File: config.mk
export PLATFORM = sky130hd
export DESIGN_NAME = lc3b_fetch
export DESIGN_NICKNAME = d
export VERILOG_FILES = /design/src/rtl/lc3b_fetch.sv
export SDC_FILE = /design/constraint.sdc
export NUM_CORES = 1
export LEC_CHECK = 0
export ABC_AREA = 0
export CAP_MARGIN = 20
export CORE_ASPECT_RATIO = 0.9
export CORE_UTILIZATION = 34
export DETAILED_ROUTE_END_ITERATION = 12
export HOLD_SLACK_MARGIN = 0.02
export SLEW_MARGIN = 40
export SYNTH_ARGS = -nofsm -noshare
export SYNTH_HDL_FRONTEND = slang
export SYNTH_SLANG_ARGS = --single-unit
File: constraint.sdc
create_clock -name clk -period 5 [get_ports clk]
set_input_delay 1 -clock clk [delete_from_list [all_inputs] [get_ports clk]]
set_output_delay 1 -clock clk [all_outputs]
set_load 0.1 [all_outputs]
File: src/rtl/lc3b_fetch.sv
// lc3b_fetch: instruction fetch sequencer between the control FSM and the
// instruction memory port. It holds the PC and issues one word read at a time.
// It delivers each returned word to the instruction register with a one-cycle
// ir_load strobe.
//
// A redirect (pc_load) that arrives while a read is outstanding squashes that
// read. The memory still completes it, but the returned word is dropped. A
// fresh request then goes out at the new target.
//
// A watchdog sets a sticky error when the memory keeps a request waiting too
// long.
//
// Parameters:
//   RESET_PC    PC after reset (bit 0 is cleared)
//   TIMEOUT     cycles REQ may wait for mem_resp before err_timeout; 0 = off
//
// Ports:
//   clk, reset          clock, asynchronous active-high reset
//   fetch_req           next-instruction request (honoured in IDLE only)
//   pc_load, pc_in      redirect strobe and target (bit 0 forced to 0)
//   mem_address         read address to instruction memory
//   mem_read            read request, held until mem_resp
//   mem_resp, mem_rdata completion pulse and read data
//   ir_load, ir_data    instruction register strobe and captured word
//   pc_out              current PC
//   busy                high while in REQ or DELIVER
//   err_timeout         sticky watchdog error
//
// state   | meaning
// --------+-----------------------------------------------------------
// IDLE    | waiting for fetch_req; redirects update pc directly
// REQ     | read outstanding (mem_read=1), or one-cycle gap after a squash
// DELIVER | ir_load asserted for this single cycle, then back to IDLE
module lc3b_fetch #(
   parameter logic [15:0] RESET_PC = 16'h0000,
   parameter int unsigned TIMEOUT  = 255
) (
   input  logic        clk,
   input  logic        reset,
   input  logic        fetch_req,
   input  logic        pc_load,
   input  logic [15:0] pc_in,
   output logic [15:0] mem_address,
   output logic        mem_read,
   input  logic        mem_resp,
   input  logic [15:0] mem_rdata,
   output logic        ir_load,
   output logic [15:0] ir_data,
   output logic [15:0] pc_out,
   output logic        busy,
   output logic        err_timeout
);

   typedef enum logic [1:0] {
      IDLE    = 2'd0,
      REQ     = 2'd1,
      DELIVER = 2'd2
   } state_t;

   localparam logic [15:0] TO = 16'(TIMEOUT);

   state_t      state;
   logic [15:0] pc;
   logic [15:0] req_addr;
   logic        squash;
   logic [15:0] wait_cnt;
   logic [15:0] wait_cnt_inc;
   logic [15:0] target;

   assign target       = pc_in & 16'hFFFE;
   assign wait_cnt_inc = wait_cnt + 16'd1;

   // While a squashed read is still outstanding, the memory must keep seeing
   // the address it was given. pc already points at the redirect target.
   assign mem_address = squash ? req_addr : {pc[15:1], 1'b0};
   assign pc_out      = pc;

   always_ff @(posedge clk or posedge reset) begin
      if (reset) begin
         state       <= IDLE;
         pc          <= RESET_PC & 16'hFFFE;
         req_addr    <= 16'h0000;
         ir_data     <= 16'h0000;
         ir_load     <= 1'b0;
         mem_read    <= 1'b0;
         squash      <= 1'b0;
         wait_cnt    <= 16'h0000;
         err_timeout <= 1'b0;
         busy        <= 1'b0;
      end else begin
         ir_load <= 1'b0;
         case (state)
            IDLE: begin
               if (pc_load)
                  pc <= target;
               if (fetch_req) begin
                  state    <= REQ;
                  mem_read <= 1'b1;
                  busy     <= 1'b1;
                  wait_cnt <= 16'h0000;
               end
            end

            REQ: begin
               if (!mem_read) begin
                  // Gap cycle after a squashed read. The memory sees mem_read
                  // fall, then a fresh request at the current pc.
                  mem_read <= 1'b1;
                  wait_cnt <= 16'h0000;
                  if (pc_load)
                     pc <= target;
               end else if (mem_resp) begin
                  mem_read <= 1'b0;
                  if (squash || pc_load) begin
                     if (pc_load)
                        pc <= target;
                     squash   <= 1'b0;
                     wait_cnt <= 16'h0000;
                  end else begin
                     ir_data <= mem_rdata;
                     pc      <= pc + 16'd2;
                     ir_load <= 1'b1;
                     state   <= DELIVER;
                  end
               end else begin
                  if (pc_load) begin
                     pc     <= target;
                     squash <= 1'b1;
                     // Capture the in-flight address only on the first
                     // redirect. Later redirects just move pc again.
                     if (!squash)
                        req_addr <= pc;
                  end
                  if (wait_cnt != TO)
                     wait_cnt <= wait_cnt_inc;
                  if ((TO != 16'h0000) && (wait_cnt_inc == TO))
                     err_timeout <= 1'b1;
               end
            end

            DELIVER: begin
               // The word is already in ir_data, so a redirect here only
               // moves pc.
               state <= IDLE;
               busy  <= 1'b0;
               if (pc_load)
                  pc <= target;
            end

            default: begin
               state    <= IDLE;
               mem_read <= 1'b0;
               busy     <= 1'b0;
               squash   <= 1'b0;
            end
         endcase
      end
   end

endmodule

==> metrics, run 1 <==
status=complete, no violations; Startpoint Class=input pin; root buf cell=clkbuf_16; post-synth cell types=50; post-synth top area share=0.469; Worst Tran Pin Value=0.759 ns; Max Fclk=332 MHz; Mapped Nets=411; largest cells by area after synthesis=dfrtp_1 47%, mux2_2 11%, mux2_4 4.0%, mux2i_1 3.7%, o21ai_0 3.2%; Non-Filler Instances=606; Routed Antenna Nets=0; reg2reg end=wait_cnt[4]; Crit Path Max Fanout=18; period utilization=0.602; ANT cells=0; post-synthesis area per instance=10.2 µm²; Worst Hold End=err_timeout; sequential share of the synthesized area=0.469; crit-path cells=clkdlybuf4s50_1 > nor4bb_1 > nand2_1 > nor2_4 > mux2_2; r2r worst-path depth=7; Post-synth ARST share=1.00; clk_lat worst skew=0.34 ns; Synth Instances=371; die height=102 µm; First-pass DRT Iterations=6; I/O pins=89; Synth area leader=dfrtp_1; slew margin rel.=0.491; post-cts resize count=0; HP Start=err_timeout; GP Congestion=0.861; TritonCTS sink count=71; CTS H-tree lvls=3; clock tree buffer depth=2; min Tclk post-route=3.01 ns; mean routed wirelength per cell=15.0 µm; CTS Hold Bufs=0; die width=113 µm; via-per-instance ratio=5.11; Seq cells post-synth=71; # rows=36; crit path kind=input pin to flop; 1st-iter DRT viols=193; total number of vias=3099; Worst Clk Skew=0.00514 ns; slowest CP cell=clkdlybuf4s50_1; DRC=0; commonest non-fill, non-tap cell in the layout=dfrtp_1; Total Nets Final=489; GRT Total Usage=0.163; Hold WC Path Type=flop to flop; required time of the critical path=5.22 ns; CP bufs+invs=1; vias in the first global route=2874; Worst R2R Start=wait_cnt[1]; max-slew violations=0; max_cap viols=0; Hold Path Cell Cnt=2; fillers=1047; synth warn=0; setup slack, reg-to-reg=2.47 ns; dpl hpwl=6270 µm; Num CTS Buffers=9; die area=11600 µm²; total routed wirelength=9060 µm; ratio of cells with drive above 1 in the final layout=0.273; number of port buffers=87; setup bufs post-CTS=0; core area=10900 µm²; leading register cell type out of synthesis=dfrtp_1; family with the most delay on the worst path=simple AND/OR/NAND/NOR gates; initial antenna violation count=0; CP endpoint kind=flop; Critical Path AT=3.23 ns; GRT overflow=0; Mapped Area=3790 µm²; commonest cells after routing, fill and taps aside=70 x dfrtp_1, 52 x buf_2, 37 x mux2_2; unrepaired setup endpoints after global routing=no; hold_ws=0.485 ns; setup TNS=0 ns; largest net degree at the start of global routing=49; first-pass GRT wire length=14700 µm; Fin. Hold Viols=0; Initial Util=0.349; CTS tree=done; setup violators final=0; clk slew on worst S/H paths=0.06 ns; Post-synth EDFFs=0; Crit path largest cell delay=0.56 ns; Area Growth Syn to Fin=27.3%; placed cell count=590
==> routing by layer <==
metal | GRT usage | vias up | routed length, µm | part of all wire
met2 | 0.256 | 76 | 4270 | 0.47
met5 | 0 | - | 0 | 0
met1 | 0.223 | 1503 | 4280 | 0.47
li1 | - | 1511 | - | -
met3 | 0.0403 | 9 | 410 | 0.045
met4 | 0.0506 | 0 | 95 | 0.010
==> sequential cells by signal, summed over array words and instances, names as in the netlist <==
name         cells
err_timeout      1
busy             1
squash           1
ir_data         16
mem_read         1
pc_out          16
wait_cnt        16
state            2
ir_load          1
req_addr        16
==> worst min-delay path: stages, from the launching register on <==
cell and delay, ns:
dfrtp_1 0.35, inv_1 0.04, o41ai_1 0.06
==> cells by family (layout without fill, tap and decap cells) <==
group | after synthesis | count (layout) | synth area share
adder cells (fa/ha/maj) | 3 | 3 | 0.00991
AO/OA/AOI/OAI | 82 | 82 | 0.134
AND/OR/NAND/NOR | 117 | 117 | 0.153
XOR/XNOR | 3 | 3 | 0.00694
multiplexers | 61 | 61 | 0.187
buffers and inverters | 34 | 117 | 0.0400
flip-flops | 71 | 71 | 0.469
==> layout make-up <==
cell class              count  area, µm²  share of cell area
repair buffers             89        626               0.130
clock buffers              11        253              0.0524
clock inverters             5       56.3              0.0117
multi-input cells         266       1870               0.389
inverters                  12       45.0             0.00934
flip-flops and latches     71       1780               0.369
well taps                 152        190              0.0394
==> Yosys cell counts (2+ instances only) <==
| cell type | count |
|---|---|
| a21o_1 | 2 |
| a21oi_1 | 22 |
| a22o_1 | 3 |
| a22oi_1 | 10 |
| a31oi_1 | 3 |
| and2_1 | 4 |
| and3_1 | 6 |
| and4_1 | 2 |
| buf_2 | 7 |
| buf_4 | 2 |
| clkbuf_1 | 11 |
| dfrtp_1 | 71 |
| ha_1 | 3 |
| inv_1 | 12 |
| mux2_2 | 37 |
| mux2_4 | 10 |
| mux2i_1 | 14 |
| nand2_1 | 27 |
| nand3_1 | 20 |
| nand3b_1 | 2 |
| nand4_1 | 10 |
| nor2_1 | 26 |
| nor3_1 | 10 |
| nor4_1 | 2 |
| o21ai_0 | 24 |
| o22ai_1 | 5 |
| o2bb2ai_1 | 2 |
| xnor2_1 | 2 |
==> stage by stage <==
| step | cell area, µm² | util | setup WS [ns] |
|---|---|---|---|
| after floorplan | 3790 | - | 2.20 |
| after global placement | 4760 | 0.438 | 1.38 |
| after detailed placement | 4510 | 0.416 | 1.58 |
| after CTS | 4820 | 0.444 | 1.95 |
| after global routing | 4820 | 0.444 | 1.82 |
| final | 4820 | 0.444 | 1.99 |
==> worst max-delay path by stage <==
stage | from | endpoint | cells past startpoint
after global placement | mem_resp | ir_data[0] | 5
after CTS | mem_resp | ir_data[10] | 5
after global routing | mem_resp | ir_data[10] | 5
after floorplan | reset | busy | 1
after detailed placement | mem_resp | ir_data[10] | 5
final | mem_resp | ir_data[10] | 5
Power of run 1 is left out: the tool's default activity adds up to more than one toggle a clock period on the data nets, which glitch-free logic cannot reach.
==> inputs of run 2 (changes only) <==
==> constraint.sdc (replaced) <==
create_clock -name clk -period 2.6 [get_ports clk]
set_input_delay 0.52 -clock clk [delete_from_list [all_inputs] [get_ports clk]]
set_output_delay 0.52 -clock clk [all_outputs]
set_load 0.1 [all_outputs]
==> run 2 against run 1 <==
Against the previous run:
- routed wire length hardly changed
- utilization grew 4.3 points
- critical endpoint is now mem_address[2]
- non-clock buffer count rose by 12
- die area unchanged
- design area rose by 9.8%
- register-to-register slack got worse by 2.0 ns
- count of clock-buffer cells in the layout did not move
- clock skew grew 0.0020 ns
- flip-flop and latch count stayed put
- worst setup slack worse by 1.7 ns
- first-iteration DRC count decreased by 33%
- critical path depth down 2
==> metrics, run 2 (synthesized netlist as in run 1, its figures left out) <==
Worst R2R Start=wait_cnt[0]; CTS Hold Bufs=0 (unchanged); CTS tree=done; fillers=1012 (-3.3%); min Tclk post-route=2.27 ns; die area=11600 µm² (unchanged); slowest CP cell=dfrtp_1; Crit Path Max Fanout=11 (-7); Area Growth Syn to Fin=39.7%; launch point of the worst path=squash; First-pass DRT Iterations=6 (unchanged); die width=113 µm (unchanged); setup violators final=0 (unchanged); total number of vias=3166 (+2.2%); vias in the first global route=3045 (+5.9%); crit path kind=flop to output port; clk slew on worst S/H paths=0.06 ns (about the same); number of port buffers=87 (unchanged); post-cts resize count=0 (unchanged); initial antenna violation count=0 (unchanged); DRC=0 (unchanged); mean routed wirelength per cell=14.7 µm (-1.9%); ANT cells=0 (unchanged); CP bufs+invs=2 (+1); Crit path largest cell delay=0.59 ns (+0.03 ns); crit-path cells=buf_4 > mux2_2 > buf_12; unrepaired setup endpoints after global routing=no; core area=10900 µm² (unchanged); die height=102 µm (unchanged); CP endpoint kind=output port; Max Fclk=441 MHz; I/O pins=89 (unchanged); Worst Clk Skew=0.00714 ns (+0.00200 ns); total routed wirelength=9070 µm (about the same); Fin. Hold Viols=0 (unchanged); clock tree buffer depth=2 (unchanged); commonest non-fill, non-tap cell in the layout=dfrtp_1; GP Congestion=0.823 (-4.4%); via-per-instance ratio=5.12 (+0.18%); CTS H-tree lvls=3 (unchanged); GRT Total Usage=0.163 (+0.000371); slew margin rel.=0.488 (-0.00289); setup bufs post-CTS=0 (unchanged); Routed Antenna Nets=0 (unchanged); root buf cell=clkbuf_16; status=complete, no violations; commonest cells after routing, fill and taps aside=71 x dfrtp_1, 48 x buf_4, 37 x mux2_2; dpl hpwl=6440 µm (+2.7%); Critical Path AT=1.75 ns (-1.48 ns); clk_lat worst skew=0.32 ns (-0.02 ns); period utilization=0.872; required time of the critical path=2.08 ns (-3.14 ns); Worst Tran Pin Value=0.765 ns (+0.00660 ns); largest net degree at the start of global routing=72 (+47%); Hold WC Path Type=flop to flop; family with the most delay on the worst path=flip-flops; max_cap viols=0 (unchanged); max-slew violations=0 (unchanged); Total Nets Final=501 (+2.5%); Startpoint Class=flop; first-pass GRT wire length=15200 µm (+2.9%); Num CTS Buffers=9 (unchanged); 1st-iter DRT viols=129 (-33%); ratio of cells with drive above 1 in the final layout=0.288 (+0.0144); # rows=36 (unchanged); HP Start=err_timeout; TritonCTS sink count=71 (unchanged); Initial Util=0.349 (unchanged); setup TNS=0 ns (unchanged); GRT overflow=0 (unchanged)
-- run 2: cell count changes in the layout (fill, tap and decap cells not counted), moves of 2 or more --
cell	delta
buf_4	+46
buf_2	-52
bufinv_16	+2
buf_12	+18
-- run 2: final cells by class --
cell class	count	area, µm²	area share
Clock buffer	11	243	0.0459
Clock inverter	5	104	0.0196
Inverter	12	45.0	0.00851
Multi-Input combinational cell	266	1860	0.352
Sequential cell	71	1780	0.336
Tap cell	152	190	0.0359
Timing Repair Buffer	101	1070	0.202
-- run 2: worst paths after layout --
check,endpoint,slack [ns],depth (start not counted)
max,mem_address[2],0.33,3
min,err_timeout,0.48,2
max reg2reg,wait_cnt[7],0.49,7
min reg2reg,err_timeout,0.48,2
max in group asynchronous,pc_out[12],1.67,3
min in group asynchronous,err_timeout,0.59,3
-- run 2: stage by stage --
stage                     hold slack (ns)  cell area (µm²)   util  worst slack (ns)  std cells
after floorplan                     0.471             3790      -            0.0380        371
after global placement              0.477             4940  0.455             0.128        602
after detailed placement            0.466             4940  0.455             0.123        602
after CTS                           0.493             5290  0.487             0.307        618
after global routing                0.512             5290  0.488             0.146        618
final                               0.483             5290  0.488             0.333        618
-- run 2: worst register-to-register path, stage by stage, from the launching register on --
cell,delay [ns]
dfrtp_1,0.48
ha_1,0.21
nand4_1,0.23
or2_2,0.41
o31ai_2,0.21
buf_4,0.23
a21oi_1,0.06
o21ai_0,0.19
-- run 2: layer usage --
layer	share of wire	track usage
met1	0.48	0.217
met2	0.48	0.277
met3	0.031	0.0291
met4	0.0094	0.0435
met5	0	0
Power of run 2 is left out for the same reason.
